<file path="config.mk">
export PLATFORM = sky130hd
export DESIGN_NAME = ifetch_prefetch
export DESIGN_NICKNAME = d
export VERILOG_FILES = /design/src/rtl/ifetch_prefetch.sv
export SDC_FILE = /design/constraint.sdc
export NUM_CORES = 1
export LEC_CHECK = 0
export ABC_AREA = 0
export CAP_MARGIN = 20
export CORE_UTILIZATION = 40
export DETAILED_ROUTE_END_ITERATION = 8
export PLACE_DENSITY_LB_ADDON = 0.12
export SLEW_MARGIN = 20
export SYNTH_ARGS = -nofsm -noshare
export SYNTH_HDL_FRONTEND = slang
export SYNTH_SLANG_ARGS = --single-unit
export TNS_END_PERCENT = 30
</file>
<file path="constraint.sdc">
create_clock -name clock -period 5.4 [get_ports clock]
set_input_delay 0.54 -clock clock [delete_from_list [all_inputs] [get_ports clock]]
set_output_delay 0.54 -clock clock [all_outputs]
set_load 0.02 [all_outputs]
</file>
<file path="src/rtl/ifetch_prefetch.sv">
// Instruction fetch unit with a DEPTH-entry prefetch queue fed by a synchronous ROM.
// Redirects (and reset) flush the queue and discard any read still in flight.
module ifetch_prefetch #(
    parameter int                 ADDR_W   = 32,
    parameter int                 IMEM_AW  = 14,
    parameter int                 DEPTH    = 4,
    parameter logic [ADDR_W-1:0]  RESET_PC = {ADDR_W{1'b0}}
) (
    input  logic                clock,
    input  logic                reset,
    output logic                imem_en,
    output logic [IMEM_AW-1:0]  imem_addr,
    input  logic [31:0]         imem_rdata,
    input  logic                redirect,
    input  logic [ADDR_W-1:0]   redirect_pc,
    output logic                inst_valid,
    input  logic                inst_ready,
    output logic [31:0]         inst,
    output logic [ADDR_W-1:0]   inst_pc,
    output logic [ADDR_W-1:0]   link_addr
);

    localparam int PTR_W = (DEPTH > 1) ? $clog2(DEPTH) : 1;
    localparam int CNT_W = PTR_W + 1;
    localparam logic [CNT_W:0]    DEPTH_C   = (CNT_W+1)'(DEPTH);
    localparam logic [ADDR_W-1:0] WORD_INC  = ADDR_W'(4);
    localparam logic [ADDR_W-1:0] ALIGN_MSK = ~(ADDR_W'(3));

    logic [ADDR_W-1:0] fpc_r;
    logic              inflight_r;
    logic [ADDR_W-1:0] inflight_pc_r;
    logic [31:0]       q_inst_r [DEPTH];
    logic [ADDR_W-1:0] q_pc_r   [DEPTH];
    logic [PTR_W-1:0]  head_r;
    logic [PTR_W-1:0]  tail_r;
    logic [CNT_W-1:0]  count_r;
    logic              valid_r;
    logic [31:0]       inst_r;
    logic [ADDR_W-1:0] pc_r;
    logic [ADDR_W-1:0] link_r;

    logic              pop_s;
    logic              push_s;
    logic              issue_s;
    logic [CNT_W:0]    credit_s;
    logic [CNT_W-1:0]  count_after_pop_s;
    logic [CNT_W-1:0]  count_next_s;
    logic [PTR_W-1:0]  head_next_s;
    logic [ADDR_W-1:0] target_s;
    logic              nxt_valid_s;
    logic [31:0]       nxt_inst_s;
    logic [ADDR_W-1:0] nxt_pc_s;

    // Handshake, credit-based issue decision and queue bookkeeping.
    always_comb begin
        pop_s             = valid_r & inst_ready;
        push_s            = inflight_r & ~redirect;
        credit_s          = {1'b0, count_r} + (CNT_W+1)'(inflight_r) - (CNT_W+1)'(pop_s);
        issue_s           = ~reset & ~redirect & (credit_s < DEPTH_C);
        count_after_pop_s = count_r - CNT_W'(pop_s);
        count_next_s      = count_after_pop_s + CNT_W'(push_s);
        head_next_s       = head_r + PTR_W'(pop_s);
        target_s          = redirect_pc & ALIGN_MSK;
    end

    // Next head entry; an empty-after-pop queue takes the word being pushed this cycle.
    always_comb begin
        nxt_valid_s = 1'b0;
        nxt_inst_s  = 32'h0000_0000;
        nxt_pc_s    = {ADDR_W{1'b0}};
        if (count_next_s == {CNT_W{1'b0}}) begin
            nxt_valid_s = 1'b0;
        end else if (count_after_pop_s == {CNT_W{1'b0}}) begin
            nxt_valid_s = 1'b1;
            nxt_inst_s  = imem_rdata;
            nxt_pc_s    = inflight_pc_r;
        end else begin
            nxt_valid_s = 1'b1;
            nxt_inst_s  = q_inst_r[head_next_s];
            nxt_pc_s    = q_pc_r[head_next_s];
        end
    end

    // Fetch PC and in-flight read tracking.
    always_ff @(posedge clock) begin
        if (reset) begin
            fpc_r         <= RESET_PC;
            inflight_r    <= 1'b0;
            inflight_pc_r <= {ADDR_W{1'b0}};
        end else if (redirect) begin
            fpc_r      <= target_s;
            inflight_r <= 1'b0;
        end else begin
            inflight_r <= issue_s;
            if (issue_s) begin
                fpc_r         <= fpc_r + WORD_INC;
                inflight_pc_r <= fpc_r;
            end
        end
    end

    // Queue pointers and occupancy.
    always_ff @(posedge clock) begin
        if (reset || redirect) begin
            head_r  <= {PTR_W{1'b0}};
            tail_r  <= {PTR_W{1'b0}};
            count_r <= {CNT_W{1'b0}};
        end else begin
            head_r  <= head_next_s;
            tail_r  <= tail_r + PTR_W'(push_s);
            count_r <= count_next_s;
        end
    end

    // Queue storage; credit accounting guarantees the tail slot is free on a push.
    always_ff @(posedge clock) begin
        if (push_s && !reset) begin
            q_inst_r[tail_r] <= imem_rdata;
            q_pc_r[tail_r]   <= inflight_pc_r;
        end
    end

    // Registered head presentation to decode.
    always_ff @(posedge clock) begin
        if (reset || redirect) begin
            valid_r <= 1'b0;
            inst_r  <= 32'h0000_0000;
            pc_r    <= {ADDR_W{1'b0}};
            link_r  <= {ADDR_W{1'b0}};
        end else begin
            valid_r <= nxt_valid_s;
            inst_r  <= nxt_inst_s;
            pc_r    <= nxt_pc_s;
            link_r  <= nxt_valid_s ? (nxt_pc_s + WORD_INC) : {ADDR_W{1'b0}};
        end
    end

    assign imem_en    = issue_s;
    assign imem_addr  = fpc_r[IMEM_AW+1:2];
    assign inst_valid = valid_r;
    assign inst       = inst_r;
    assign inst_pc    = pc_r;
    assign link_addr  = link_r;

endmodule
</file>
==> flow_summary.yaml, run 1 <==
setup_path:
  series_of_cell_instances_along_the_critical_path: "clkdlybuf4s50_1 > and2_1 > nor2b_4 > inv_4 > ha_1 > nand2_1 > a21oi_2 > nor4_1 > o31ai_4 > inv_1 > clkdlybuf4s50_1"
  cp_data_arrival_time_ns: 3.70
  endpoint_kind: "output pin"
  cp_slowest_stage_delay_ns: 0.91
  cp_max_stage_cell: "nor4_1"
  worst_r2r_startpoint: "inst_valid$_SDFF_PP0_"
  rr_endpoint: "link_addr[30]$_SDFF_PP0_"
  worst-setup-path-type: "in2out"
  critPathMostFrequentCell: "clkdlybuf4s50_1"
  r2r.worst_path.cells: 13
  required_ns: 4.86
  worst-r2r-setup-slack_ns: 1.45
  path_max_fanout: 6
  critical_path.startpoint_type: "input pin"
timing:
  finalHoldWorstSlack_ns: 0.481
  setup_repair_after_global_routing_missed_its_margin: "no"
  timing.slew.headroom_pct: 25.4
  setup_violations: 0
  worst_pin_slew_ns: 1.11
  max_clock_freq_mhz: 236
  totalNegativeSetupSlack_ns: 0
  period_minus_slack_ns: 4.24
  number_of_pins_with_negative_max_slew_slack_in_the_final_report: 0
  layout_worst_path_cycle_share_pct: 78.6
  finalHoldViolations: 0
  fin_skew_ns: 0.0168
final_layout:
  synthToLayoutAreaGrowth_pct: 22.7
  nets: 1404
  antennaDiodeCount: 0
  final_layout_size_suffix_gt1_share_pct: 14.2
  finish.instance_area_mm2: 0.0199
worst_hold_path:
  hold_end: "inflight_pc_r[31]$_SDFFE_PP0P_"
  hold_depth: 2
  min-delay-start: "fpc_r[31]$_SDFFE_PP0P_"
  min_path_type: "reg2reg"
clock_network:
  cts_setup_buffers: 0
  cts.hold.buffers_added: 0
  clock_tree.root_cell: "clkbuf_16"
  number_of_buffers_created_by_cts: 44
  max-clock-path-buffers: 3
  cts-resized-gates: 0
  cts.reportedPaths.clkPinSlew_ns: 0.06
  tritoncts: "done"
  cts_max_level: 2
  clk-insertion-delay-late_ns: 0.56
  clock_sink_count: 409
floorplanning:
  die_height_um: 203
  rows: 73
  initial_utilization_pct: 40.6
  die_area_mm2: 0.0413
  core_mm2: 0.0398
  design.portCount: 180
  die_width_um: 203
yosys:
  synthesis.yosys.warnings: 0
  synth.ff_latch_count: 409
  synthesis.instances: 1160
  syn_avg_cell_area_um2: 14.0
  ys_types: 72
  synthArstFlopShare_pct: 0
  ys_seq_area_share_pct: 65.9
  synth_edf_count: 248
  netlist_area_mm2: 0.0162
  ys.flop_type: "edfxtp_1"
global_route:
  grt_util_all_layers_pct: 18.1
  grt_max_degree: 62
  overflow: 0
  grt_first_pass_wirelength_mm: 57.4
  number_of_antenna_violations_at_the_first_check_in_global_routing: 0
  grt_pass1_vias: 9762
detailed_routing:
  wl_mm: 36.6
  drt_iter0_markers: 514
  ant_nets: 0
  detail_routed_via_count_per_cell: 5.09
  vias: 9611
  detailedRoute.firstPassIterationCount: 5
  post-route-drc-count: 0
  routedWlPerCell_um: 19.4
placement:
  globalplace.congestion: 0.776
  place.detailed.hpwl_mm: 23.3
  placed_cell_area_mm2: 0.0184
  count_of_buffers_from_port_buffering: 173
power:
  power.total_w: 0.00687
  cellLeakagePower_nw: 6.53
  p_per_area_mw_per_mm2: 346
  peakVddDrop_mv: 0.186
job:
  max_cap_viol_count: 0
outcome:
  run_status: "finished clean"
[registers in the layout (all words and copies together), names as in the netlist]
register       flops
q_inst_r         128
q_pc_r           120
inst              32
fpc_r             30
inflight_pc_r     30
inst_pc           30
link_addr         30
count_r            3
head_r             2
tail_r             2
inflight_r         1
inst_valid         1
[area by class of cell]
cell class	count	area [um2]
fill	3546	20000
sequential	409	10700
multi-input combinational	660	5080
timing repair buffer	196	1940
clock buffer	69	1310
tap	525	657
clock inverter	12	138
inverter	16	62.6
[where the power goes]
part | leakage, nW | internal, W | switching [W]
combinational | 2.29 | 0.000208 | 0.000290
clock | 0.706 | 0.00180 | 0.00117
sequential | 3.54 | 0.00335 | 0.0000461
total | 6.53 | 0.00536 | 0.00151
[how the worst max path moves through the flow]
stage / slack (ns) / cells past startpoint / startpoint / to
floorplan: -0.43 / 4 / reset / q_inst_r[0][0]$_DFFE_PP_
global placement: 0.80 / 14 / inst_ready / link_addr[30]$_SDFF_PP0_
detailed placement: 0.72 / 14 / inst_ready / link_addr[30]$_SDFF_PP0_
CTS: 1.15 / 11 / inst_ready / imem_en
global route: 0.98 / 11 / inst_ready / imem_en
finish: 1.16 / 11 / inst_ready / imem_en
[layout by cell type, fill, tap and decap left out, drive strengths merged, types with 14 or more instances in the layout]
master / netlist / routed
mux2i: 32 / 32
mux2: 14 / 14
a211oi: 24 / 24
xnor2: 21 / 21
nor3: 23 / 23
edfxtp: 248 / 248
buf: 48 / 24
nand3: 20 / 20
nor2: 75 / 75
dfxtp: 161 / 161
a21oi: 76 / 76
and2: 19 / 19
xor2: 16 / 16
clkbuf: 30 / 69
clkdlybuf4s50: 0 / 172
mux4: 59 / 59
nand2: 166 / 166
nor4: 14 / 14
inv: 16 / 18
[per-layer routing]
metal / GRT usage [%] / wire [um] / vias to the layer above / share of wire, %
li1: - / - / 4604 / -
met1: 25.4 / 17400 / 4718 / 48
met3: 2.91 / 1770 / 44 / 4.8
met4: 5.40 / 676 / 0 / 1.8
met5: 0 / 0 / - / 0
met2: 28.9 / 16800 / 245 / 46
[cell families after synthesis]
group	share of synthesized area, %
flip-flops	65.9
buffers and inverters	3.22
AO/OA/AOI/OAI	5.13
AND/OR/NAND/NOR	11.4
other	0.0232
XOR/XNOR	2.10
multiplexers	11.5
adder cells (fa/ha/maj)	0.696
[worst max-delay path, delay by kind of cell]
kind / cells / cell delay [ns]
fa+ha+maj: 1 / 0.26
simple gates: 4 / 1.39
compound gates: 2 / 0.16
buf+inv: 4 / 1.33
[cells in the mapped netlist (4+ instances only)]
cell type | instances | area [um2]
a211oi_1 | 21 | 158
a21oi_1 | 75 | 375
a31oi_1 | 4 | 25.0
and2_1 | 19 | 119
and3_1 | 8 | 50.1
and4_1 | 7 | 61.3
buf_1 | 12 | 45.0
buf_2 | 8 | 40.0
buf_4 | 19 | 143
buf_6 | 6 | 67.6
clkbuf_1 | 30 | 113
dfxtp_1 | 161 | 3220
edfxtp_1 | 248 | 7450
ha_1 | 9 | 113
inv_1 | 14 | 52.6
mux2_2 | 12 | 135
mux2i_1 | 25 | 250
mux2i_2 | 7 | 96.3
mux4_1 | 9 | 236
mux4_2 | 50 | 1130
nand2_1 | 165 | 619
nand3_1 | 20 | 100
nand4_1 | 8 | 50.1
nand4b_1 | 4 | 35.0
nor2_1 | 74 | 278
nor2b_1 | 4 | 25.0
nor3_1 | 21 | 105
nor4_1 | 9 | 56.3
o211ai_1 | 5 | 37.5
o21a_1 | 5 | 37.5
or3_1 | 6 | 37.5
xnor2_1 | 20 | 175
xor2_1 | 15 | 131
[per-stage QoR]
| stage | instances | utilization, % | setup slack (ns) |
|---|---|---|---|
| final | 1887 | 49.8 | 1.16 |
| after detailed placement | 1806 | 46.2 | 0.722 |
| after CTS | 1887 | 49.8 | 1.15 |
| after floorplan | 1163 | - | -0.431 |
| after global placement | 1806 | 46.2 | 0.800 |
| after global routing | 1887 | 49.8 | 0.980 |
(Power assumes the default switching activity.)
==> inputs of run 2 (changes only) <==
Clock period 5.4 ns to 3.67 ns, I/O delays scaled along.
==> flow_summary.yaml, run 2 (synthesis results as in run 1) <==
outcome:
  run_status: "finished clean"
timing:
  setup_violations: 0
  layout_worst_path_cycle_share_pct: 95.2
  setup_repair_after_global_routing_missed_its_margin: "no"
  period_minus_slack_ns: 3.49
  timing.slew.headroom_pct: 47.1
  finalHoldWorstSlack_ns: 0.341
  number_of_pins_with_negative_max_slew_slack_in_the_final_report: 0
  max_clock_freq_mhz: 286
  totalNegativeSetupSlack_ns: 0
  finalHoldViolations: 0
  worst_pin_slew_ns: 0.793
  fin_skew_ns: 0.0140
job:
  max_cap_viol_count: 0
floorplanning:
  rows: 73
  core_mm2: 0.0398
  initial_utilization_pct: 40.6
  design.portCount: 180
  die_area_mm2: 0.0413
  die_width_um: 203
  die_height_um: 203
setup_path:
  path_max_fanout: 6
  worst_r2r_startpoint: "inst_valid$_SDFF_PP0_"
  rr_endpoint: "link_addr[28]$_SDFF_PP0_"
  worst-r2r-setup-slack_ns: 0.21
  cp_data_arrival_time_ns: 3.13
  critical_path.startpoint_type: "register"
  endpoint_kind: "output pin"
  worst-setup-path-type: "reg2out"
  critical_path.startpoint: "inst_valid$_SDFF_PP0_"
  required_ns: 3.30
  r2r.worst_path.cells: 13
final_layout:
  largest_reg_flops: 128
  antennaDiodeCount: 0
  layout_commonest_cell: "edfxtp_1"
  final_layout_size_suffix_gt1_share_pct: 20.2
  finish.instance_area_mm2: 0.0208
  synthToLayoutAreaGrowth_pct: 28.3
  max_flop_register: "q_inst_r"
  mostFrequentLayoutCells: "edfxtp_1, clkdlybuf4s50_1, nand2_1, dfxtp_1, buf_4"
  nets: 1489
detailed_routing:
  wl_mm: 37.8
  post-route-drc-count: 0
  vias: 10000
  routedWlPerCell_um: 19.1
  detail_routed_via_count_per_cell: 5.09
  drt_iter0_markers: 547
  detailedRoute.firstPassIterationCount: 4
  ant_nets: 0
clock_network:
  cts_max_level: 2
  clock_tree.root_cell: "clkbuf_16"
  number_of_buffers_created_by_cts: 45
  clock_sink_count: 409
  cts.hold.buffers_added: 0
  tritoncts: "done"
  cts.reportedPaths.clkPinSlew_ns: 0.06
  clk-insertion-delay-late_ns: 0.56
  max-clock-path-buffers: 3
  cts-resized-gates: 1
  cts_setup_buffers: 0
placement:
  count_of_buffers_from_port_buffering: 173
  placed_cell_area_mm2: 0.0192
  place.detailed.hpwl_mm: 25.1
  globalplace.congestion: 0.823
global_route:
  grt_util_all_layers_pct: 18.6
  overflow: 0
  number_of_antenna_violations_at_the_first_check_in_global_routing: 0
  grt_max_degree: 62
  grt_pass1_vias: 10100
  grt_first_pass_wirelength_mm: 59.0
power:
  power.total_w: 0.0105
  peakVddDrop_mv: 0.276
  p_per_area_mw_per_mm2: 507
  cellLeakagePower_nw: 7.04
worst_hold_path:
  hold_end: "head_r[0]$_SDFF_PP0_"
  min_path_type: "in2reg"
  hold_depth: 4
  min-delay-start: "reset"
==> run 2: routing by layer <==
| metal | GRT usage [%] | wire [um] | part of all wire (%) | up-vias |
|---|---|---|---|---|
| met5 | 0 | 0 | 0 | - |
| met4 | 4.81 | 640 | 1.7 | 0 |
| met3 | 3.66 | 2070 | 5.5 | 44 |
| met2 | 29.3 | 17500 | 46 | 260 |
| met1 | 26.3 | 17600 | 47 | 4957 |
| li1 | - | - | - | 4778 |
==> run 2: worst max-delay path, cell delays in order, from the launching register on <==
cell and delay, ns:
dfxtp_1 0.34, and2_1 0.16, nor2b_4 0.19, inv_4 0.04, buf_4 0.15, ha_1 0.27, nand2_1 0.06, a21oi_2 0.29
nor3_2 0.12, o31ai_4 0.30, inv_1 0.11, clkdlybuf4s50_1 0.55
==> run 2: report_power, final <==
group / switching (W) / internal [W]
Sequential: 0.0000685 / 0.00493
Combinational: 0.000443 / 0.000371
Clock: 0.00178 / 0.00293
==> run 2: stage by stage <==
stage,setup WS (ns),util [%],instances
after floorplan,-0.325,-,1163
after global placement,-0.215,48.1,1890
after detailed placement,-0.325,48.1,1890
after CTS,0.0913,52.1,1974
after global routing,0.0173,52.1,1974
final,0.177,52.1,1974
==> run 2: area by class of cell <==
type                            count  area, um2
Inverter                           16       62.6
Sequential cell                   409      10700
Clock inverter                     28        322
Clock buffer                       56       1260
Multi-Input combinational cell    660       5100
Tap cell                          525        657
Fill cell                        3426      19100
Timing Repair Buffer              280       2680
==> run 2: worst max-delay path by stage <==
stage                                     endpoint  slack [ns]  cells after the start
after floorplan           q_inst_r[2][0]$_DFFE_PP_       -0.33                      4
after global placement    link_addr[28]$_SDFF_PP0_       -0.21                     14
after detailed placement  link_addr[28]$_SDFF_PP0_       -0.32                     14
after CTS                                  imem_en        0.09                     11
after global routing                       imem_en        0.02                     11
final                                      imem_en        0.18                     11
==> inputs of run 3 (changes only) <==
Settings changed: CORE_MARGIN set to 2.
==> flow_summary.yaml, run 3 (synthesis results as in run 1) <==
setup_path:
  cp_max_stage_cell: "clkdlybuf4s50_1"
  cp_slowest_stage_delay_ns: 0.62
  series_of_cell_instances_along_the_critical_path: "and2_1 > nor2b_4 > inv_4 > buf_4 > ha_1 > nand2_1 > a21oi_2 > o21a_1 > o31ai_4 > inv_1 > clkdlybuf4s50_1"
  worst-r2r-setup-slack_ns: 0.35
  critical_path.startpoint_type: "register"
  top_family_by_delay_on_critical_path: "buffers and inverters"
  endpoint_kind: "output pin"
  cp_data_arrival_time_ns: 3.14
  required_ns: 3.30
  worst-setup-path-type: "reg2out"
  path_max_fanout: 6
  worst-path-buf-inv: 4
clock_network:
  clk-insertion-delay-late_ns: 0.57
  clock_tree.root_cell: "clkbuf_16"
  cts_max_level: 2
  cts-resized-gates: 0
  cts.reportedPaths.clkPinSlew_ns: 0.06
  cts.hold.buffers_added: 0
  clock_sink_count: 409
  number_of_buffers_created_by_cts: 43
  cts_setup_buffers: 0
  tritoncts: "done"
  max-clock-path-buffers: 3
detailed_routing:
  detailedRoute.firstPassIterationCount: 4
  ant_nets: 0
  detail_routed_via_count_per_cell: 5.09
  post-route-drc-count: 0
  vias: 9945
  routedWlPerCell_um: 19.3
  drt_iter0_markers: 597
  wl_mm: 37.8
floorplanning:
  design.portCount: 180
  core_mm2: 0.0398
  die_height_um: 205
  die_area_mm2: 0.0421
  die_width_um: 205
  rows: 73
  initial_utilization_pct: 40.6
final_layout:
  final_layout_size_suffix_gt1_share_pct: 18.7
  multi_input_area_mm2: 0.00510
  mostFrequentLayoutCells: "edfxtp_1, clkdlybuf4s50_1, nand2_1, dfxtp_1, buf_4"
  synthToLayoutAreaGrowth_pct: 27.1
  fillerInstances: 3465
  layout_commonest_cell: "edfxtp_1"
  nets: 1473
  antennaDiodeCount: 0
  finish.instance_area_mm2: 0.0206
  seq_area_mm2: 0.0107
  largest_reg_flops: 128
  max_flop_register: "q_inst_r"
placement:
  count_of_buffers_from_port_buffering: 173
  globalplace.congestion: 0.791
  placed_cell_area_mm2: 0.0191
  place.detailed.hpwl_mm: 25.4
  place_worst_setup_slack_ns: -0.189
timing:
  finalHoldWorstSlack_ns: 0.334
  totalNegativeSetupSlack_ns: 0
  fin_skew_ns: 0.0235
  postLayoutSetupSlackWorst_ns: 0.161
  period_minus_slack_ns: 3.51
  worst_pin_slew_ns: 0.801
  setup_repair_after_global_routing_missed_its_margin: "no"
  layout_worst_path_cycle_share_pct: 95.6
  setup_violations: 0
  finalHoldViolations: 0
  max_clock_freq_mhz: 285
  number_of_pins_with_negative_max_slew_slack_in_the_final_report: 0
  timing.slew.headroom_pct: 46.6
job:
  max_cap_viol_count: 0
power:
  cellLeakagePower_nw: 6.93
  peakVddDrop_mv: 0.348
  p_per_area_mw_per_mm2: 498
global_route:
  grt_pass1_vias: 10200
  overflow: 0
  number_of_antenna_violations_at_the_first_check_in_global_routing: 0
  grt_first_pass_wirelength_mm: 58.9
  grt_max_degree: 62
  grt_util_all_layers_pct: 18.3
worst_hold_path:
  min_path_type: "in2reg"
outcome:
  run_status: "finished clean"
-- run 3: changes by cell type in the layout (fill, tap and decap cells not counted), moves of 2 or more --
cell and delta:
clkinvlp_2 -2, buf_4 -17, clkbuf_16 -3, clkinv_2 -3
clkbuf_8 +2, bufinv_16 -2, buf_12 +3, clkbuf_1 +5
clkinvlp_4 -3
-- run 3: metal layers --
metal	vias to the layer above	GRT usage, %	wire, um
li1	4763	-	-
met1	4876	26.2	17700
met2	266	28.9	17400
met3	40	3.04	2060
met4	0	4.96	588
met5	-	0	0
-- run 3: where the power goes --
part           switching, W  internal (W)
clock network       0.00174       0.00270
registers         0.0000683       0.00493
logic              0.000442      0.000369
-- run 3: worst register-to-register path, cell delays in order, from the launching register on --
cell,delay (ns)
dfxtp_1,0.32
and2_1,0.17
nor2b_4,0.14
ha_1,0.29
inv_1,0.04
ha_1,0.20
xor2_1,0.17
nor3b_2,0.18
nor2_1,0.11
ha_1,0.21
nor4b_4,0.29
nand4_2,0.28
buf_4,0.26
nor4_2,0.24
mux2_1,0.35
-- run 3: worst paths after layout --
path                          start                             end  cells past startpoint
min reg2reg  fpc_r[31]$_SDFFE_PP0P_  inflight_pc_r[31]$_SDFFE_PP0P_                      2
max           inst_valid$_SDFF_PP0_                         imem_en                     11
min                           reset            tail_r[0]$_SDFF_PP0_                      4
max reg2reg   inst_valid$_SDFF_PP0_        link_addr[18]$_SDFF_PP0_                     14
-- run 3: area by class of cell --
class	instances	area share (%)
Multi-Input combinational cell	660	24.8
Timing Repair Buffer	266	12.7
Tap cell	525	3.19
Inverter	16	0.304
Sequential cell	409	51.9
Clock inverter	19	1.12
Clock buffer	60	5.99
-- run 3: per-stage QoR --
stage | total power (W) | util [%] | cells
final | 0.0102 | 51.6 | 1955
after global routing | 0.0106 | 51.6 | 1955
after CTS | 0.0104 | 51.6 | 1955
after detailed placement | 0.00592 | 47.9 | 1876
after global placement | 0.00591 | 47.9 | 1876
after floorplan | 0.00554 | - | 1163
==> patch (flow settings as in run 2) <==
The parameter `IMEM_AW` goes from 14 to 15.
--- a/src/rtl/ifetch_prefetch.sv
+++ b/src/rtl/ifetch_prefetch.sv
@@ -4,3 +4,3 @@
     parameter int                 ADDR_W   = 32,
-    parameter int                 IMEM_AW  = 14,
+    parameter int                 IMEM_AW  = 15,
     parameter int                 DEPTH    = 4,
Ports: changed (resized imem_addr); port bits go from 180 to 181. The function was not compared with the original's and may differ.
==> patch against run 2 <==
Power is 2.2% lower; cell count is 0.46% lower; clock power is 4.9% lower; utilization is 0.38 points lower; register-to-register slack better by 0.15 ns; wire length is 3.4% lower; sequential share of layout area is 0.38 points higher; final area is 0.74% lower; count of clock-buffer cells in the layout is 5 higher; area after synthesis hardly changed; die area hardly changed; sequential cell count stayed put; worst setup slack better by 0.019 ns; critical endpoint unchanged.
==> patch: results (changes against run 2) <==
Place
The weighted congestion reported at the end of routability-driven placement was 0.803 (-2.5%). The instance area at placement is 0.0191 mm2 (-0.25%). The worst setup slack before clock tree synthesis was -0.179 ns (+0.146 ns). The placed instance count is 1885 (-0.26%).

The post-detailed-placement half-perimeter wirelength is 24200 um (-3.8%). The count of buffers from port buffering is 174 (+0.58%).

CTS
The total clock buffers created by CTS is 44 (-2.2%). The clock latency at the later pin of the worst-skew pair is 0.56 ns (about the same). The post-CTS setup buffer count is 0 (unchanged). The count of cells resized by post-cts repair is 0 (-1). The clock root buffer master is sky130_fd_sc_hd__clkbuf_16.

GRT
The global-route usage over all layers is 17.9% (-0.72 points). The initial antenna violation count is 1 (+1). The via count of the first global-routing pass is 9965 (-1.2%). The global-route wire length before repair is 56800 um (-3.7%).

Finish
The proportion of layout cells with a drive suffix above 1 is 19.1% (-1.1 points). The layout net count is 1483 (-0.40%). The non-clock buffer share of cell area is 12.8% (-0.14 points). The count of buffers not belonging to the clock network in the layout is 275 (-1.8%). The share of cell area taken by multi-input logic gates was 24.8% (+0.16 points). The count of fill cells added during filler insertion is 3438 (+0.35%). The clock distribution area overhead in the final layout came to 7.19% (-0.43 points). The area growth from synthesis to layout is 27.3%.

The number of clock buffer instances in the layout is 61 (+8.9%).

Logic synthesis
The area fraction in compound gates after synthesis is 5.12% (about the same). By area the synthesized netlist is led by sky130_fd_sc_hd__edfxtp_1, sky130_fd_sc_hd__dfxtp_1, sky130_fd_sc_hd__mux4_2. The xor-xnor portion of the synthesized cell area is 2.09% (about the same). The number of cells produced by synthesis is 1161 (+0.086%).

The multiplexer fraction of the synthesized cell area is 11.5% (about the same). The fraction of the mapped netlist area in adder cells was 0.696% (about the same). The sequential-to-total area share from yosys stat is 65.9% (about the same).

Route
The first-pass iteration count of the detailed router is 4 (unchanged). The uppermost layer routed is met5. The met2 wirelength from detailed routing was 16900 um (-3.5%). The number of design-rule violations left by the first detailed-router iteration is 536 (-2.0%). The sum of met3 wire segment lengths after detailed routing is 2040 um (-1.4%).

The detailed-route wire length came to 36500 um (-3.4%). The ratio of routed vias to standard cells came to 5.08 (-0.14%). The length of routed wiring on met1 is 17000 um (-3.3%). The mean routed wirelength per cell is 18.6 um (-2.9%).

Setup path
The arrival time at the worst endpoint came to 3.11 ns (-0.02 ns). The delay of the slowest cell on the worst path is 0.62 ns (+0.07 ns). The largest delay contributor family on the critical path is buffers and inverters.

Power
The power share of the clock group is 43.6% (-1.2 points). The total combinational power is 0.809 mW (-0.6%). The maximum ir drop on the vdd rail is 317 uV (+15%).

The proportion of total power due to net switching is 21.7% (-0.13 points). The internal power summed over all cells came to 8.06 mW (-2.0%). The static power due to leakage is 6.96 nW (-1.1%).

Status
The flow ran to the end, and the final reports show no timing, DRC or antenna violations.

Timing
The largest clock skew in the final design came to 0.0198 ns (+0.00586 ns). The worst max-slew margin expressed relative to the limit is 51.8% (+4.7 points).
-- patch: cell count changes after synthesis --
cell                    delta
sky130_fd_sc_hd__buf_4     +1
-- patch: final timing paths --
check,slack (ns),startpoint,cells after the start,to
hold reg to reg,0.48,fpc_r[30],2,inflight_pc_r[30]
setup reg to reg,0.36,inst_valid,13,link_addr[30]
hold / removal,0.35,reset,4,count_r[1]
setup / recovery,0.20,inst_valid,11,imem_en
-- patch: layer usage --
layer	vias up	global-route usage (%)
li1	4768	-
met1	4927	24.9
met2	242	28.4
met3	40	3.95
met4	2	4.38
met5	-	0
-- patch: worst register-to-register path: cells and delay by family, from the launching register on --
| family | cells | cell delay (ns) |
|---|---|---|
| adder cells (fa/ha/maj) | 2 | 0.39 |
| flip-flops | 1 | 0.33 |
| AND/OR/NAND/NOR | 7 | 1.49 |
| buffers and inverters | 1 | 0.18 |
| XOR/XNOR | 1 | 0.23 |
| multiplexers | 2 | 0.58 |
